--- src/rtl/crc8_engine_scheduler_if.sv ---
// Byte request/response bundle between the UART tx/rx paths and the shared CRC-8 engine.
interface crc8_engine_scheduler_if;
  logic       tx_clear;
  logic       tx_valid;
  logic [7:0] tx_data;
  logic       tx_ready;
  logic       tx_done;
  logic [7:0] tx_crc;
  logic       rx_clear;
  logic       rx_valid;
  logic [7:0] rx_data;
  logic       rx_ready;
  logic       rx_done;
  logic [7:0] rx_crc;
  logic       busy;
  logic       rx_match;

  modport master (
    output tx_clear, tx_valid, tx_data, rx_clear, rx_valid, rx_data,
    input  tx_ready, tx_done, tx_crc, rx_ready, rx_done, rx_crc, busy, rx_match
  );

  modport slave (
    input  tx_clear, tx_valid, tx_data, rx_clear, rx_valid, rx_data,
    output tx_ready, tx_done, tx_crc, rx_ready, rx_done, rx_crc, busy, rx_match
  );
endinterface

--- src/rtl/crc8_engine_scheduler.sv ---
// One bit-serial CRC-8 engine shared round-robin by tx and rx, each with its own context.
// Optional residue compare on rx write-back: define CRC_SCHED_CHECK_EN.
module crc8_engine_scheduler #(
  parameter logic [7:0] POLYNOMIAL = 8'h07,
  parameter logic [7:0] INIT       = 8'h00
) (
  input  logic                    clk,
  input  logic                    reset_n,
  crc8_engine_scheduler_if.slave  bus
);

  localparam int unsigned CRC_W = 8;
  localparam int unsigned CNT_W = 3;
  localparam logic [CNT_W-1:0] CNT_LAST = CNT_W'(CRC_W - 1);

  typedef enum logic {IDLE, SHIFT} state_t;

  state_t           state, state_next;
  logic [CRC_W-1:0] work, work_next;
  logic [CNT_W-1:0] cnt, cnt_next;
  logic             owner, owner_next;
  logic             last_rx, last_rx_next;
  logic             abort, abort_next;
  logic             abort_now;
  logic [CRC_W-1:0] tx_ctx, tx_ctx_next;
  logic [CRC_W-1:0] rx_ctx, rx_ctx_next;
  logic             tx_done, tx_done_next;
  logic             rx_done, rx_done_next;
  logic             busy, busy_next;
  logic [CRC_W-1:0] shifted;
  logic             tx_grant_c, rx_grant_c;

  // Tie goes to the channel not served last; owner/last_rx encode rx as 1.
  assign tx_grant_c = (state == IDLE) & bus.tx_valid & (~bus.rx_valid | last_rx);
  assign rx_grant_c = (state == IDLE) & bus.rx_valid & ~tx_grant_c;

  assign shifted = {work[CRC_W-2:0], 1'b0} ^ (work[CRC_W-1] ? POLYNOMIAL : '0);

`ifdef CRC_SCHED_CHECK_EN
  logic match, match_next;
`endif

  always_comb begin
    state_next   = state;
    work_next    = work;
    cnt_next     = cnt;
    owner_next   = owner;
    last_rx_next = last_rx;
    abort_next   = abort;
    abort_now    = 1'b0;
    tx_ctx_next  = bus.tx_clear ? INIT : tx_ctx;
    rx_ctx_next  = bus.rx_clear ? INIT : rx_ctx;
    tx_done_next = 1'b0;
    rx_done_next = 1'b0;
    busy_next    = busy;
`ifdef CRC_SCHED_CHECK_EN
    match_next   = bus.rx_clear ? 1'b0 : match;
`endif
    case (state)
      IDLE: begin
        if (tx_grant_c | rx_grant_c) begin
          // Context is taken after any same-cycle clear, so clear wins first.
          work_next    = rx_grant_c ? (rx_ctx_next ^ bus.rx_data) : (tx_ctx_next ^ bus.tx_data);
          owner_next   = rx_grant_c;
          last_rx_next = rx_grant_c;
          cnt_next     = '0;
          abort_next   = 1'b0;
          busy_next    = 1'b1;
          state_next   = SHIFT;
        end
      end
      SHIFT: begin
        work_next  = shifted;
        cnt_next   = cnt + CNT_W'(1);
        abort_now  = abort | (owner ? bus.rx_clear : bus.tx_clear);
        abort_next = abort_now;
        if (cnt == CNT_LAST) begin
          state_next = IDLE;
          busy_next  = 1'b0;
          abort_next = 1'b0;
          if (!abort_now) begin
            if (owner) begin
              rx_ctx_next  = shifted;
              rx_done_next = 1'b1;
`ifdef CRC_SCHED_CHECK_EN
              match_next   = (shifted == '0);
`endif
            end else begin
              tx_ctx_next  = shifted;
              tx_done_next = 1'b1;
            end
          end
        end
      end
    endcase
  end

  always_ff @(posedge clk or negedge reset_n) begin
    if (!reset_n) begin
      state   <= IDLE;
      work    <= '0;
      cnt     <= '0;
      owner   <= 1'b0;
      last_rx <= 1'b1;
      abort   <= 1'b0;
      tx_ctx  <= INIT;
      rx_ctx  <= INIT;
      tx_done <= 1'b0;
      rx_done <= 1'b0;
      busy    <= 1'b0;
    end else begin
      state   <= state_next;
      work    <= work_next;
      cnt     <= cnt_next;
      owner   <= owner_next;
      last_rx <= last_rx_next;
      abort   <= abort_next;
      tx_ctx  <= tx_ctx_next;
      rx_ctx  <= rx_ctx_next;
      tx_done <= tx_done_next;
      rx_done <= rx_done_next;
      busy    <= busy_next;
    end
  end

`ifdef CRC_SCHED_CHECK_EN
  always_ff @(posedge clk or negedge reset_n) begin
    if (!reset_n) match <= 1'b0;
    else          match <= match_next;
  end
  assign bus.rx_match = match;
`else
  assign bus.rx_match = 1'b0;
`endif

  assign bus.tx_ready = tx_grant_c;
  assign bus.rx_ready = rx_grant_c;
  assign bus.tx_done  = tx_done;
  assign bus.rx_done  = rx_done;
  assign bus.tx_crc   = tx_ctx;
  assign bus.rx_crc   = rx_ctx;
  assign bus.busy     = busy;

endmodule

--- src/flat_wrapper.sv ---
// flat-port wrapper written by rule: the top's interface ports become plain ports
module crc8_engine_scheduler_flat 
#(
  parameter logic [7:0] POLYNOMIAL = 8'h07,
  parameter logic [7:0] INIT       = 8'h00
)
  (clk, reset_n, bus_tx_clear, bus_tx_valid, bus_tx_data, bus_rx_clear, bus_rx_valid, bus_rx_data, bus_tx_ready, bus_tx_done, bus_tx_crc, bus_rx_ready, bus_rx_done, bus_rx_crc, bus_busy, bus_rx_match);
  crc8_engine_scheduler_if bus_i ();
  input  logic clk;
  input  logic reset_n;
  input wire logic [$bits(bus_i.tx_clear)-1:0] bus_tx_clear;
  input wire logic [$bits(bus_i.tx_valid)-1:0] bus_tx_valid;
  input wire logic [$bits(bus_i.tx_data)-1:0] bus_tx_data;
  input wire logic [$bits(bus_i.rx_clear)-1:0] bus_rx_clear;
  input wire logic [$bits(bus_i.rx_valid)-1:0] bus_rx_valid;
  input wire logic [$bits(bus_i.rx_data)-1:0] bus_rx_data;
  output wire logic [$bits(bus_i.tx_ready)-1:0] bus_tx_ready;
  output wire logic [$bits(bus_i.tx_done)-1:0] bus_tx_done;
  output wire logic [$bits(bus_i.tx_crc)-1:0] bus_tx_crc;
  output wire logic [$bits(bus_i.rx_ready)-1:0] bus_rx_ready;
  output wire logic [$bits(bus_i.rx_done)-1:0] bus_rx_done;
  output wire logic [$bits(bus_i.rx_crc)-1:0] bus_rx_crc;
  output wire logic [$bits(bus_i.busy)-1:0] bus_busy;
  output wire logic [$bits(bus_i.rx_match)-1:0] bus_rx_match;
  assign bus_i.tx_clear = bus_tx_clear;
  assign bus_i.tx_valid = bus_tx_valid;
  assign bus_i.tx_data = bus_tx_data;
  assign bus_i.rx_clear = bus_rx_clear;
  assign bus_i.rx_valid = bus_rx_valid;
  assign bus_i.rx_data = bus_rx_data;
  assign bus_tx_ready = bus_i.tx_ready;
  assign bus_tx_done = bus_i.tx_done;
  assign bus_tx_crc = bus_i.tx_crc;
  assign bus_rx_ready = bus_i.rx_ready;
  assign bus_rx_done = bus_i.rx_done;
  assign bus_rx_crc = bus_i.rx_crc;
  assign bus_busy = bus_i.busy;
  assign bus_rx_match = bus_i.rx_match;
  crc8_engine_scheduler #(.POLYNOMIAL(POLYNOMIAL), .INIT(INIT)) u_core (.clk(clk), .reset_n(reset_n), .bus(bus_i));
endmodule
--- config.mk ---
export PLATFORM = sky130hd
export DESIGN_NAME = crc8_engine_scheduler_flat
export DESIGN_NICKNAME = d
export VERILOG_FILES = /design/src/rtl/crc8_engine_scheduler_if.sv /design/src/rtl/crc8_engine_scheduler.sv /design/src/flat_wrapper.sv
export SDC_FILE = /design/constraint.sdc
export NUM_CORES = 1
export LEC_CHECK = 0
export ABC_CLOCK_PERIOD_IN_PS = 1800
export BUFFER_PORTS_ARGS = -buffer_cell sky130_fd_sc_hd__buf_2
export CAP_MARGIN = 20
export CORE_AREA = 2 2 67 69
export DETAILED_ROUTE_END_ITERATION = 6
export DIE_AREA = 0 0 69 71
export GPL_TIMING_DRIVEN = 0
export PLACE_DENSITY = 0.67
export SLEW_MARGIN = 20
export SYNTH_ARGS = -nofsm -noshare
export SYNTH_HDL_FRONTEND = slang
export SYNTH_SLANG_ARGS = --single-unit
--- constraint.sdc ---
create_clock -name clk -period 1.8 [get_ports clk]
set_clock_uncertainty 0.15 [all_clocks]
set_input_delay 0.54 -clock clk [delete_from_list [all_inputs] [get_ports clk]]
set_output_delay 0.54 -clock clk [all_outputs]
set_load 0.02 [all_outputs]
# Word-level counts from Yosys, hierarchy flattened
# Cells that the tools add are included.
# word_totals
elab_cells,64
output_inout_bits,22
reg_bits,34
# op_classes
bitwise,13
n_mux,34
eq_ne,3
add_sub_neg,1
reduce_logical,2
# op_table
op,count
$mux W8,12
$xor A8 B8 Y8,3
$pmux W8 S2,1
$mux W1,15
$mux W3,2
$pmux W1 S2,3
$pmux W3 S2,1
$and A1 B1 Y1,4
$ne A2 B2 Y1 const B,2
$reduce_and A2 Y1,2
$add A3 B1 Y3 const B,1
$eq A3 B3 Y1 const B,1
$not A1 Y1,3
$or A1 B1 Y1,3

# Logic depth before layout (Yosys ltp)
# depth
depth_word,8
ltp_mapped,6
mapped_depth_nobuf,5

# Worst setup path after synthesis
# Ideal clock, no wire load.
# synth_path
kind,input-to-output
start,in bus_rx_valid
end,out bus_tx_ready
slack_ns,-0.125
arrival_ns,1.235
cell_stages,3
path_buffers,0
cell_sequence,inv_1 -> o211ai_1 -> inv_1
# synth_via
elab_chain_len,3
# synth_rtl
item,line_no,rtl
from (decl),flat_wrapper.sv:15,input wire logic [$bits(bus_i.rx_valid)-1:0] bus_rx_valid;
$not A1 Y1,crc8_engine_scheduler.sv:34,assign tx_grant_c = (state == IDLE) & bus.tx_valid & (~bus.rx_valid | last_rx);
$or A1 B1 Y1,crc8_engine_scheduler.sv:34,
$and A1 B1 Y1,crc8_engine_scheduler.sv:34,
to (decl),flat_wrapper.sv:17,output wire logic [$bits(bus_i.tx_ready)-1:0] bus_tx_ready;
# Every way passes these cells.

# Final worst setup path
# layout_path
start,reg u_core.cnt[1]
end,reg u_core.tx_ctx[5] (netlist: u_core.bus.tx_crc[5])
# layout_via
elab_chain_len,3
# layout_rtl
item,line_no,rtl
from (decl),crc8_engine_scheduler.sv:20,"logic [CNT_W-1:0] cnt, cnt_next;"
from (signal assigned),crc8_engine_scheduler.sv:114,cnt <= cnt_next;
$eq A3 B3 Y1,crc8_engine_scheduler.sv:77,if (cnt == CNT_LAST) begin
$mux W8,crc8_engine_scheduler.sv:77,
$mux W8,crc8_engine_scheduler.sv:59,case (state)
named net u_core.tx_ctx_next[5],crc8_engine_scheduler.sv:25,"logic [CRC_W-1:0] tx_ctx, tx_ctx_next;"
to (signal assigned),crc8_engine_scheduler.sv:118,tx_ctx <= tx_ctx_next;
to (decl),crc8_engine_scheduler.sv:25,
# The timed path passes the listed nets, and every way through them passes these cells.
# A chain may end at the register's enable or synchronous reset.

==> results_dict.tcl <==
set metrics [dict create \
    antenna_left 0 \
    cts_buffer_depth 2 \
    ctsHoldBuffers 0 \
    synth.avg_cell_area_um2 11.5 \
    finalPower_mw 2.84 \
    grt_overflow 0 \
    slew_violations 0 \
    synth_top_cell_by_area "dfrtp_1" \
    synth_cells 150 \
    clock_latency_ns 0.28 \
    clkTransAtPathRegs_ns 0.07 \
    core-area_um2 4200 \
    critPathArrivalTime_ns 1.92 \
    p_leak_nw 1.20 \
    worstPathRequired_ns 1.82 \
    violations "setup timing" \
    synth.area.top_cells "dfrtp_1 (48%), xnor2_1 (7.1%), mux2_4 (5.2%)" \
    ios 44 \
    port_buffers 41 \
    tightest_slew_ns 0.772 \
    crit_path_end_kind "flop" \
    antenna_found_initial 0 \
    first_global_vias 1420 \
    gp_congestion 0.800 \
    layout.nets 243 \
    cts_buffers 5 \
    dp_hpwl_um 2540 \
    synth_warnings 0 \
    wl_um 4170 \
    fmax_ghz 0.527 \
    grt_max_degree 35 \
    dieArea_um2 4900 \
    synth_nets 174 \
    worstSetupStartpointType "flop" \
    setup_viol 10 \
    p_per_area_nw_per_um2 1200 \
    drv_cap 0 \
    instances_no_fill 272 \
    syn_area_um2 1730 \
    drcViolationCount 0 \
    yosys.area.top_type_share_pct 47.7 \
    final_hold_viol_count 0 \
    critPathKind "flop to flop" \
    detail_route.iter0.violations 63 \
    worst_slack_ns -0.0974 \
    die_w_um 69 \
    fin_crit_sh_pct 105 \
    layout-drive-gt1-share_pct 44.1 \
    grt_setup_unrepaired "yes" \
    setup-tns-final_ns -0.771 \
    final_common_cell "buf_2" \
    cts_tree "done" \
    htree_levels 2 \
    die_y_um 71 \
    period_minus_slack_ns 1.90 \
    ir_worst_vdd_mv 0.611 \
    syn_to_final_growth_pct 36.7 \
    viasPerCell 5.03 \
    ys_ff_latch 34 \
    track_usage_pct 17.8 \
    ys_seq_area_share_pct 49.2 \
    rows 24 \
    final_cell_mix "buf_2 (39), dfrtp_1 (32), buf_4 (18), xnor2_1 (14), mux2_4 (12)" \
    worst_hold_slack_ns 0.183 \
    diodes 0 \
    clockRootBuffer "clkbuf_8" \
    initial_core_util_pct 41.2 \
    placedCellCount 243 \
    status "finished with violations" \
    cts.sinks 34 \
    first_pass_iters 4 \
    synth_cell_types 35 \
    slew_headroom_pct 48.5 \
    fillers 380 \
    grt_pass1_wl_um 6840 \
    wire_per_inst_um 15.3 \
    via_count 1367 \
    hold_class "primary input to asynchronous set/reset pin" \
    path_max_fanout 5 \
]
power by group:
part | internal [mW] | leakage, nW | total [mW] | switching, mW
logic | 0.587 | 0.711 | 1.09 | 0.499
clock network | 0.308 | 0.0482 | 0.575 | 0.267
registers | 0.978 | 0.438 | 1.18 | 0.199
total | 1.87 | 1.20 | 2.84 | 0.964
area by class of cell:
class	count	area [um^2]	area share, %
plain buffers	7	45.0	1.90
clock buffers	7	86.3	3.65
clock inverters	1	5.00	0.212
inverters	5	28.8	1.22
multi-input cells	104	891	37.7
flip-flops and latches	34	853	36.1
well taps	52	65.1	2.75
repair buffers	62	390	16.5
sequential cells by signal, indices dropped and copies added, names as in the netlist:
| register | cells |
|---|---|
| u_core.abort | 1 |
| u_core.bus.busy | 1 |
| u_core.bus.rx_crc | 8 |
| u_core.bus.rx_done | 1 |
| u_core.bus.tx_crc | 8 |
| u_core.bus.tx_done | 1 |
| u_core.cnt | 3 |
| u_core.last_rx | 1 |
| u_core.owner | 1 |
| u_core.state | 1 |
| u_core.work | 8 |
repair_timing:
action / 4_1_cts / 5_1_grt
resized for setup: 23 / 3
setup buffers: 14 / 6
setup endpoints to repair: 14 / 18
cloned: 1 / 0
pin swaps: 2 / 2
cells by family (layout without fill, tap and decap cells):
kind of cell	after synthesis	after routing	synth area share [%]
DFF	34	34	49.2
AOI/OAI and AO/OA	26	26	10.9
buffers and inverters	12	82	3.33
and+or+nand+nor	41	41	14.3
other	1	1	0.217
muxes	16	16	11.4
xor gates and xnor gates	18	18	9.11
adders and majority gates	2	2	1.45
final timing paths:
kind | startpoint | slack [ns] | to | cells past startpoint
worst min register to register | u_core.work[0]$_DFFE_PN0P_ | 0.41 | u_core.work[0]$_DFFE_PN0P_ | 2
worst max register to register | u_core.cnt[1]$_DFFE_PN0P_ | -0.1 | u_core.bus.tx_crc[5]$_DFF_PN0_ | 6
worst max-delay path | u_core.cnt[1]$_DFFE_PN0P_ | -0.1 | u_core.bus.tx_crc[5]$_DFF_PN0_ | 6
worst min-delay path | reset_n | 0.18 | u_core.cnt[2]$_DFFE_PN0P_ | 1
min in group clk | bus_tx_valid | 0.33 | u_core.last_rx$_DFFE_PN1P_ | 2
max in group asynchronous | reset_n | 0.78 | u_core.state$_DFF_PN0_ | 1
worst max-delay path, stage by stage (launching register included):
cell and delay (ns):
dfrtp_1 0.35, ha_2 0.19, ha_4 0.15, nand2_4 0.06, or4_4 0.43, buf_6 0.16, mux2_4 0.29
through the flow:
step                utilization (%)  setup WS, ns  cell area (um^2)
global route                   56.3        -0.147              2360
global placement               48.3        -0.553              2030
floorplan                         -       -0.0518              1760
detailed placement             48.3        -0.563              2030
finish                         56.3       -0.0974              2360
CTS                            54.8       -0.0989              2300
Yosys cell counts:
master,instances
o221ai_1,8
and2b_1,9
a21oi_1,1
nand2_1,6
xor2_1,4
buf_6,1
nor2b_1,7
nor2_1,2
o21ai_0,3
a21boi_0,1
nand2_2,1
nand3_1,2
clkbuf_1,4
a211oi_1,1
mux2_2,6
o31ai_1,1
ha_1,2
nor4b_1,1
mux2_4,6
buf_4,1
conb_1,1
and2_1,6
or4_1,1
inv_1,5
xnor2_1,14
a2bb2oi_1,2
dfrtp_1,33
nand2b_1,5
o211ai_1,1
mux2i_1,4
o21a_1,1
nor3_1,1
buf_2,1
a31oi_1,7
dfstp_2,1
routing by layer:
layer,vias up,part of all wire (%),routed length (um),GRT usage [%]
met5,-,0,0,0
met4,0,0.86,36,6.97
met3,6,3.9,161,4.70
met2,28,50,2090,29.1
met1,669,45,1890,22.8
li1,664,-,-,-
Power figures use the tool's default switching activity.
